===== src/rtl/mavg_filter_pkg.sv =====
// mavg_filter_pkg
// Shared constants for the moving-average filter slice: default sizing and
// the fill-state encoding used by the top-level control logic.
// No ports (package only).
package mavg_filter_pkg;

  localparam int DEFAULT_W     = 32;
  localparam int DEFAULT_DEPTH = 8;

  // Fill-state encoding: FILLING until DEPTH samples have been seen, then STEADY.
  localparam logic [0:0] ST_FILLING = 1'b0;
  localparam logic [0:0] ST_STEADY  = 1'b1;

endpackage


===== src/rtl/mavg_ring.sv =====
// mavg_ring
// DEPTH x W sample ring with a wrapping write pointer. The entry at the write
// pointer (the oldest sample, or zero while the window is still filling) is
// exposed so the caller can subtract it from a running sum in the same edge
// that overwrites it.
// Ports:
//   clk      in   rising-edge clock
//   rst      in   asynchronous active-low reset
//   clr      in   synchronous clear of all entries and the write pointer
//   wr_en    in   write wr_data at the pointer and advance it
//   wr_data  in   W-bit sample to store
//   old_data out  W-bit entry currently at the write pointer
module mavg_ring
  import mavg_filter_pkg::*;
#(
  parameter int W     = DEFAULT_W,
  parameter int DEPTH = DEFAULT_DEPTH
) (
  input  logic         clk,
  input  logic         rst,
  input  logic         clr,
  input  logic         wr_en,
  input  logic [W-1:0] wr_data,
  output logic [W-1:0] old_data
);

  localparam int L = $clog2(DEPTH);

  logic [W-1:0] ring [DEPTH];
  logic [L-1:0] wptr;

  // DEPTH is a power of two, so the pointer wraps DEPTH-1 -> 0 by overflow.
  always_ff @(posedge clk or negedge rst) begin
    if (!rst) begin
      for (int i = 0; i < DEPTH; i++) ring[i] <= '0;
      wptr <= '0;
    end else if (clr) begin
      for (int i = 0; i < DEPTH; i++) ring[i] <= '0;
      wptr <= '0;
    end else if (wr_en) begin
      ring[wptr] <= wr_data;
      wptr       <= wptr + 1'b1;
    end
  end

  assign old_data = ring[wptr];

endmodule


===== src/rtl/mavg_filter.sv =====
// mavg_filter
// Moving-window accumulator/averager over the last DEPTH accepted samples.
// Keeps a full-precision running sum (W+L bits, cannot overflow) and presents
// the floor average sum >>> L. y_valid pulses for one cycle after each
// accepted sample once the window is full.
// Ports:
//   clk      in   rising-edge clock
//   rst      in   asynchronous active-low reset
//   clr      in   synchronous clear; wins over en
//   en       in   accept x on this edge (when clr=0)
//   x        in   W-bit signed sample
//   sum      out  W+L-bit signed window sum
//   y        out  W-bit signed floor average
//   y_valid  out  one-cycle pulse after an accept with the window full
//   full     out  DEPTH samples accepted since reset/clear
module mavg_filter
  import mavg_filter_pkg::*;
#(
  parameter int W     = DEFAULT_W,
  parameter int DEPTH = DEFAULT_DEPTH
) (
  input  logic                  clk,
  input  logic                  rst,
  input  logic                  clr,
  input  logic                  en,
  input  logic signed [W-1:0]   x,
  output logic signed [W+$clog2(DEPTH)-1:0] sum,
  output logic signed [W-1:0]   y,
  output logic                  y_valid,
  output logic                  full
);

  localparam int L  = $clog2(DEPTH);
  localparam int SW = W + L;
  localparam logic [L:0] LAST_FILL = (L+1)'(DEPTH - 1);

  logic              accept;
  logic [W-1:0]      old_data;
  logic signed [SW-1:0] x_ext;
  logic signed [SW-1:0] old_ext;
  logic [L:0]        count;
  logic [0:0]        state;

  assign accept  = en & ~clr;
  assign x_ext   = {{L{x[W-1]}}, x};
  assign old_ext = {{L{old_data[W-1]}}, old_data};

  mavg_ring #(
    .W     (W),
    .DEPTH (DEPTH)
  ) u_ring (
    .clk      (clk),
    .rst      (rst),
    .clr      (clr),
    .wr_en    (accept),
    .wr_data  (x),
    .old_data (old_data)
  );

  // Running sum, fill counter and fill state. The oldest entry is zero while
  // filling, so the same add/subtract works in both states. The accept that
  // completes the window already produces a valid average.
  always_ff @(posedge clk or negedge rst) begin
    if (!rst) begin
      sum     <= '0;
      count   <= '0;
      state   <= ST_FILLING;
      full    <= 1'b0;
      y_valid <= 1'b0;
    end else if (clr) begin
      sum     <= '0;
      count   <= '0;
      state   <= ST_FILLING;
      full    <= 1'b0;
      y_valid <= 1'b0;
    end else begin
      y_valid <= 1'b0;
      if (en) begin
        sum <= sum + x_ext - old_ext;
        case (state)
          ST_FILLING: begin
            count <= count + 1'b1;
            if (count == LAST_FILL) begin
              state   <= ST_STEADY;
              full    <= 1'b1;
              y_valid <= 1'b1;
            end
          end
          ST_STEADY: y_valid <= 1'b1;
          default:   state   <= ST_FILLING;
        endcase
      end
    end
  end

  // Dropping the low L bits of a two's-complement sum is an arithmetic shift,
  // which rounds toward minus infinity.
  assign y = sum[SW-1:L];

endmodule


===== config.mk =====
export PLATFORM = sky130hd
export DESIGN_NAME = mavg_filter
export DESIGN_NICKNAME = d
export VERILOG_FILES = /design/src/rtl/mavg_filter_pkg.sv /design/src/rtl/mavg_ring.sv /design/src/rtl/mavg_filter.sv
export SDC_FILE = /design/constraint.sdc
export NUM_CORES = 1
export LEC_CHECK = 0
export ABC_AREA = 0
export BUFFER_PORTS_ARGS = -buffer_cell sky130_fd_sc_hd__buf_2
export CORE_MARGIN = 2
export CORE_UTILIZATION = 25
export CTS_CLUSTER_SIZE = 24
export DETAILED_ROUTE_END_ITERATION = 8
export GPL_ROUTABILITY_DRIVEN = 0
export PLACE_DENSITY = 0.41
export SLEW_MARGIN = 20
export SYNTH_ARGS = -nofsm -noshare
export SYNTH_HDL_FRONTEND = slang
export SYNTH_SLANG_ARGS = --single-unit

===== constraint.sdc =====
create_clock -name clk -period 12.39 [get_ports clk]
set_input_delay 1.239 -clock clk [delete_from_list [all_inputs] [get_ports clk]]
set_output_delay 1.239 -clock clk [all_outputs]
set_load 0.005 [all_outputs]

==> qor.csv <==
stage,metric,value,unit
floorplan,core area,0.0661,mm2
timing,unrepaired setup endpoints after global routing,no,
timing,Fin Clk Skew,17.0,ps
floorplan,die extent in x,263,um
worst_setup_path,Worst Setup End Kind,register,
place,Final HPWL DP,37800,um
clock_network,buffer depth of the longest clock path,3,
cells_and_area,post-route cell area,0.0189,mm2
synthesis,number of synthesis warnings,0,
clock_network,# resized after CTS,0,
global_routing,maximum number of pins on one net before global-route repair,139,
floorplan,area enclosed by the die boundary,0.0692,mm2
floorplan,Std-Cell Rows,94,
floorplan,die height,263,um
place,Port Buffer Count,104,
timing,actual slew at the worst max-slew pin,1080,ps
cells_and_area,Post-Route Utilization,28.6,%
worst_setup_path,critical-path maximum fanout,24,
place,post-placement setup slack,7010,ps
cells_and_area,Area Growth Syn to Fin,12.8,%
status,result of the run,"complete, no violations",
worst_setup_path,internal reg-to-reg setup slack,6930,ps
timing,setup_tns,0,ps
synthesis,synthesized area divided by synthesized cell count,8.28,um2
synthesis,top cells by instance count after synthesis,"nand2_1, dfrtp_1, a21oi_1, clkbuf_1, inv_1",
worst_setup_path,type of the setup path with the least slack,reg2reg,
synthesis,count of flip-flops with a built-in enable after synthesis,0,
timing,final critical-path share of the clock period,44.0,%
clock_network,clock input transition at the sequential cells of the worst setup and hold paths,60,ps
global_routing,number of antenna violations at the first check in global routing,7,
power,internal power,2.17,mW
synthesis,portion of the post-synthesis area used by sequential elements,44.9,%
floorplan,initial standard-cell utilization of the core,25.4,%
clock_network,number of sinks on the clock net,301,
power,NetSw,1.32,mW
synthesis,library cell occupying the most area in the post-synthesis netlist,dfrtp_1,
cells_and_area,fin nets,2106,
synthesis,top-area cell type share of the netlist area,44.9,%
cells_and_area,non-filler instance count after layout,2887,
clock_network,post-CTS setup buffers,0,
worst_hold_path,worst min-delay path class,reg2reg,
synthesis,net count of the mapped netlist,2135,
timing,final setup violating endpoints,0,
synthesis,Netlist Area Pre-Place,0.0168,mm2
floorplan,IO Count,105,
timing,fmax,183,MHz
power,Worst VDD drop,0.0812,mV
clock_network,Root Buffer,clkbuf_16,
synthesis,synth unique cells,58,
clock_network,number of buffers added by the clock tree synthesis step,36,
timing,Final Hold Vio Count,0,
global_routing,Global Route Usage Sum,17.5,%
synthesis,share of flip-flops with an asynchronous set or reset after synthesis,100,%
place,Inst Count DP,2824,
route,starting DRC count in detailed routing,1082,
route,ratio of routed vias to standard cells,4.94,
clock_network,clock latency on the worst-skew pair,540,ps
synthesis,"flops & latches, synth",301,
power,part of the total power dissipated in combinational logic,38.1,%
clock_network,clock tree from TritonCTS,done,
global_routing,global-route wire length before repair,93900,um
worst_setup_path,data required time of the worst path,12810,ps
route,DRC viols,0,
timing,post-layout min period,5460,ps
synthesis,main area contributors after synthesis,"dfrtp_1, nand2_1, a21oi_1",
route,average wire length per cell after detail routing,21.0,um
power,P per Cell Area,185,mW/mm2
route,Final Routed Wirelength,60600,um
worst_setup_path,CP startpoint kind,register,
route,Final ANT Viol Nets,0,
synthesis,top flip-flop cell by instance count after synthesis,dfrtp_1,
global_routing,overflow left after global routing,0,
synthesis,leading cell type by number of instances after synthesis,nand2_1,
timing,fin worst setup slack,6930,ps
clock_network,H-tree depth reported by CTS,2,
clock_network,number of buffers added to fix hold violations after cts,0,
cells_and_area,share of cells above drive strength 1,10.0,%
power,Leakage,8.25,nW
route,DRT Pass-1 Iters,8,
power,Net Sw Frac,37.8,%
power,clock power share,30.0,%
timing,Rel. slew slack,27.9,%
route,count of vias placed by the detailed router,14300,
synthesis,gate count after technology mapping,2027,
power,relative contribution of sequential cells to total power,31.9,%
global_routing,number of global-route vias before repair,14300,
timing,max-slew violation total from the final report,0,
worst_setup_path,Crit path arrival time,5870,ps
place,dpl cell area,0.0178,mm2
flow_run,Max-cap violations,0,
critical path: stages (launching register included):
cell and delay, ps:
dfrtp_1 560, nor3b_2 900, buf_4 520, a22oi_1 170, nand4_1 200, fa_1 440
inv_1 110, ha_1 250, a211oi_1 330, o21ai_0 180, or3b_2 250, nand3_1 110
a221o_2 410, a211o_1 410, a21o_1 190, a311o_1 300
cell usage in the layout, fill, tap and decap left out, types with 8 or more instances in the layout:
master | synthesis | layout
o21ai_0 | 22 | 22
nand4_1 | 42 | 42
dfrtp_1 | 301 | 301
clkbuf_1 | 165 | 10
and2_1 | 6 | 10
clkbuf_16 | 0 | 37
ha_1 | 38 | 38
a31oi_1 | 12 | 12
buf_4 | 32 | 29
a21oi_1 | 299 | 299
nor2_1 | 61 | 58
buf_2 | 2 | 102
nor2b_1 | 8 | 8
a22oi_1 | 130 | 130
nand3_1 | 15 | 15
inv_1 | 145 | 145
xnor2_1 | 18 | 18
nor3_1 | 10 | 9
a21o_1 | 20 | 20
mux2i_1 | 17 | 17
nand2b_1 | 8 | 8
fa_1 | 34 | 34
nand2_1 | 554 | 554
area by class of cell:
type / count / area (um2)
multi-input combinational: 1380 / 7860
inverter: 145 / 544
clock buffer: 54 / 1060
clock inverter: 7 / 67.6
sequential: 301 / 7530
antenna: 2 / 5.00
tap: 864 / 1080
fill: 7154 / 47200
timing repair buffer: 134 / 769
cells by family (layout without fill, tap and decap cells):
family	after synthesis	after routing	share of synthesized area (%)
AO/OA/AOI/OAI	533	533	19.3
adder cells (fa/ha/maj)	72	72	6.89
other	0	2	0
AND/OR/NAND/NOR	733	733	18.1
flip-flops	301	301	44.9
buffers and inverters	346	340	8.47
multiplexers	18	18	1.08
XOR/XNOR	24	24	1.25
through the flow:
step / hold WS [ps] / power, mW
2_1_floorplan: 485 / 2.09
3_3_place_gp: 478 / 2.47
3_5_place_dp: 483 / 2.47
4_1_cts: 502 / 3.54
5_1_grt: 538 / 3.75
6_report: 497 / 3.50
worst paths after layout:
path                           startpoint              end  cells past startpoint
min reg2reg                          full             full                      2
min                                  full             full                      2
max reg2reg                u_ring.wptr[1]          sum[33]                     15
max                        u_ring.wptr[1]          sum[33]                     15
max in group asynchronous             rst  u_ring.ring[47]                      3
min in group asynchronous             rst  u_ring.ring[40]                      1
per-layer routing:
metal  routed length, um  track usage, %  vias to the layer above
li1                    -               -                     6676
met1               28100            24.9                     7118
met2               28100            28.2                      389
met3                3290            2.53                       75
met4                1010            3.83                       10
met5                  59               0                        -
sequential cells by signal, indices dropped and copies added, names as in the netlist:
name         cells
sum             35
count            4
u_ring.ring    256
u_ring.wptr      3
state            1
full             1
y_valid          1
power by group through the flow:
stage               combinational, mW  sequential (mW)  clock [mW]
finish                           1.33             1.12        1.05
global route                     1.51             1.13        1.12
CTS                              1.34             1.12        1.08
detailed placement               1.33             1.13           0
global placement                 1.34             1.13           0
floorplan                       0.980             1.11           0
Power figures use the tool's default switching activity.
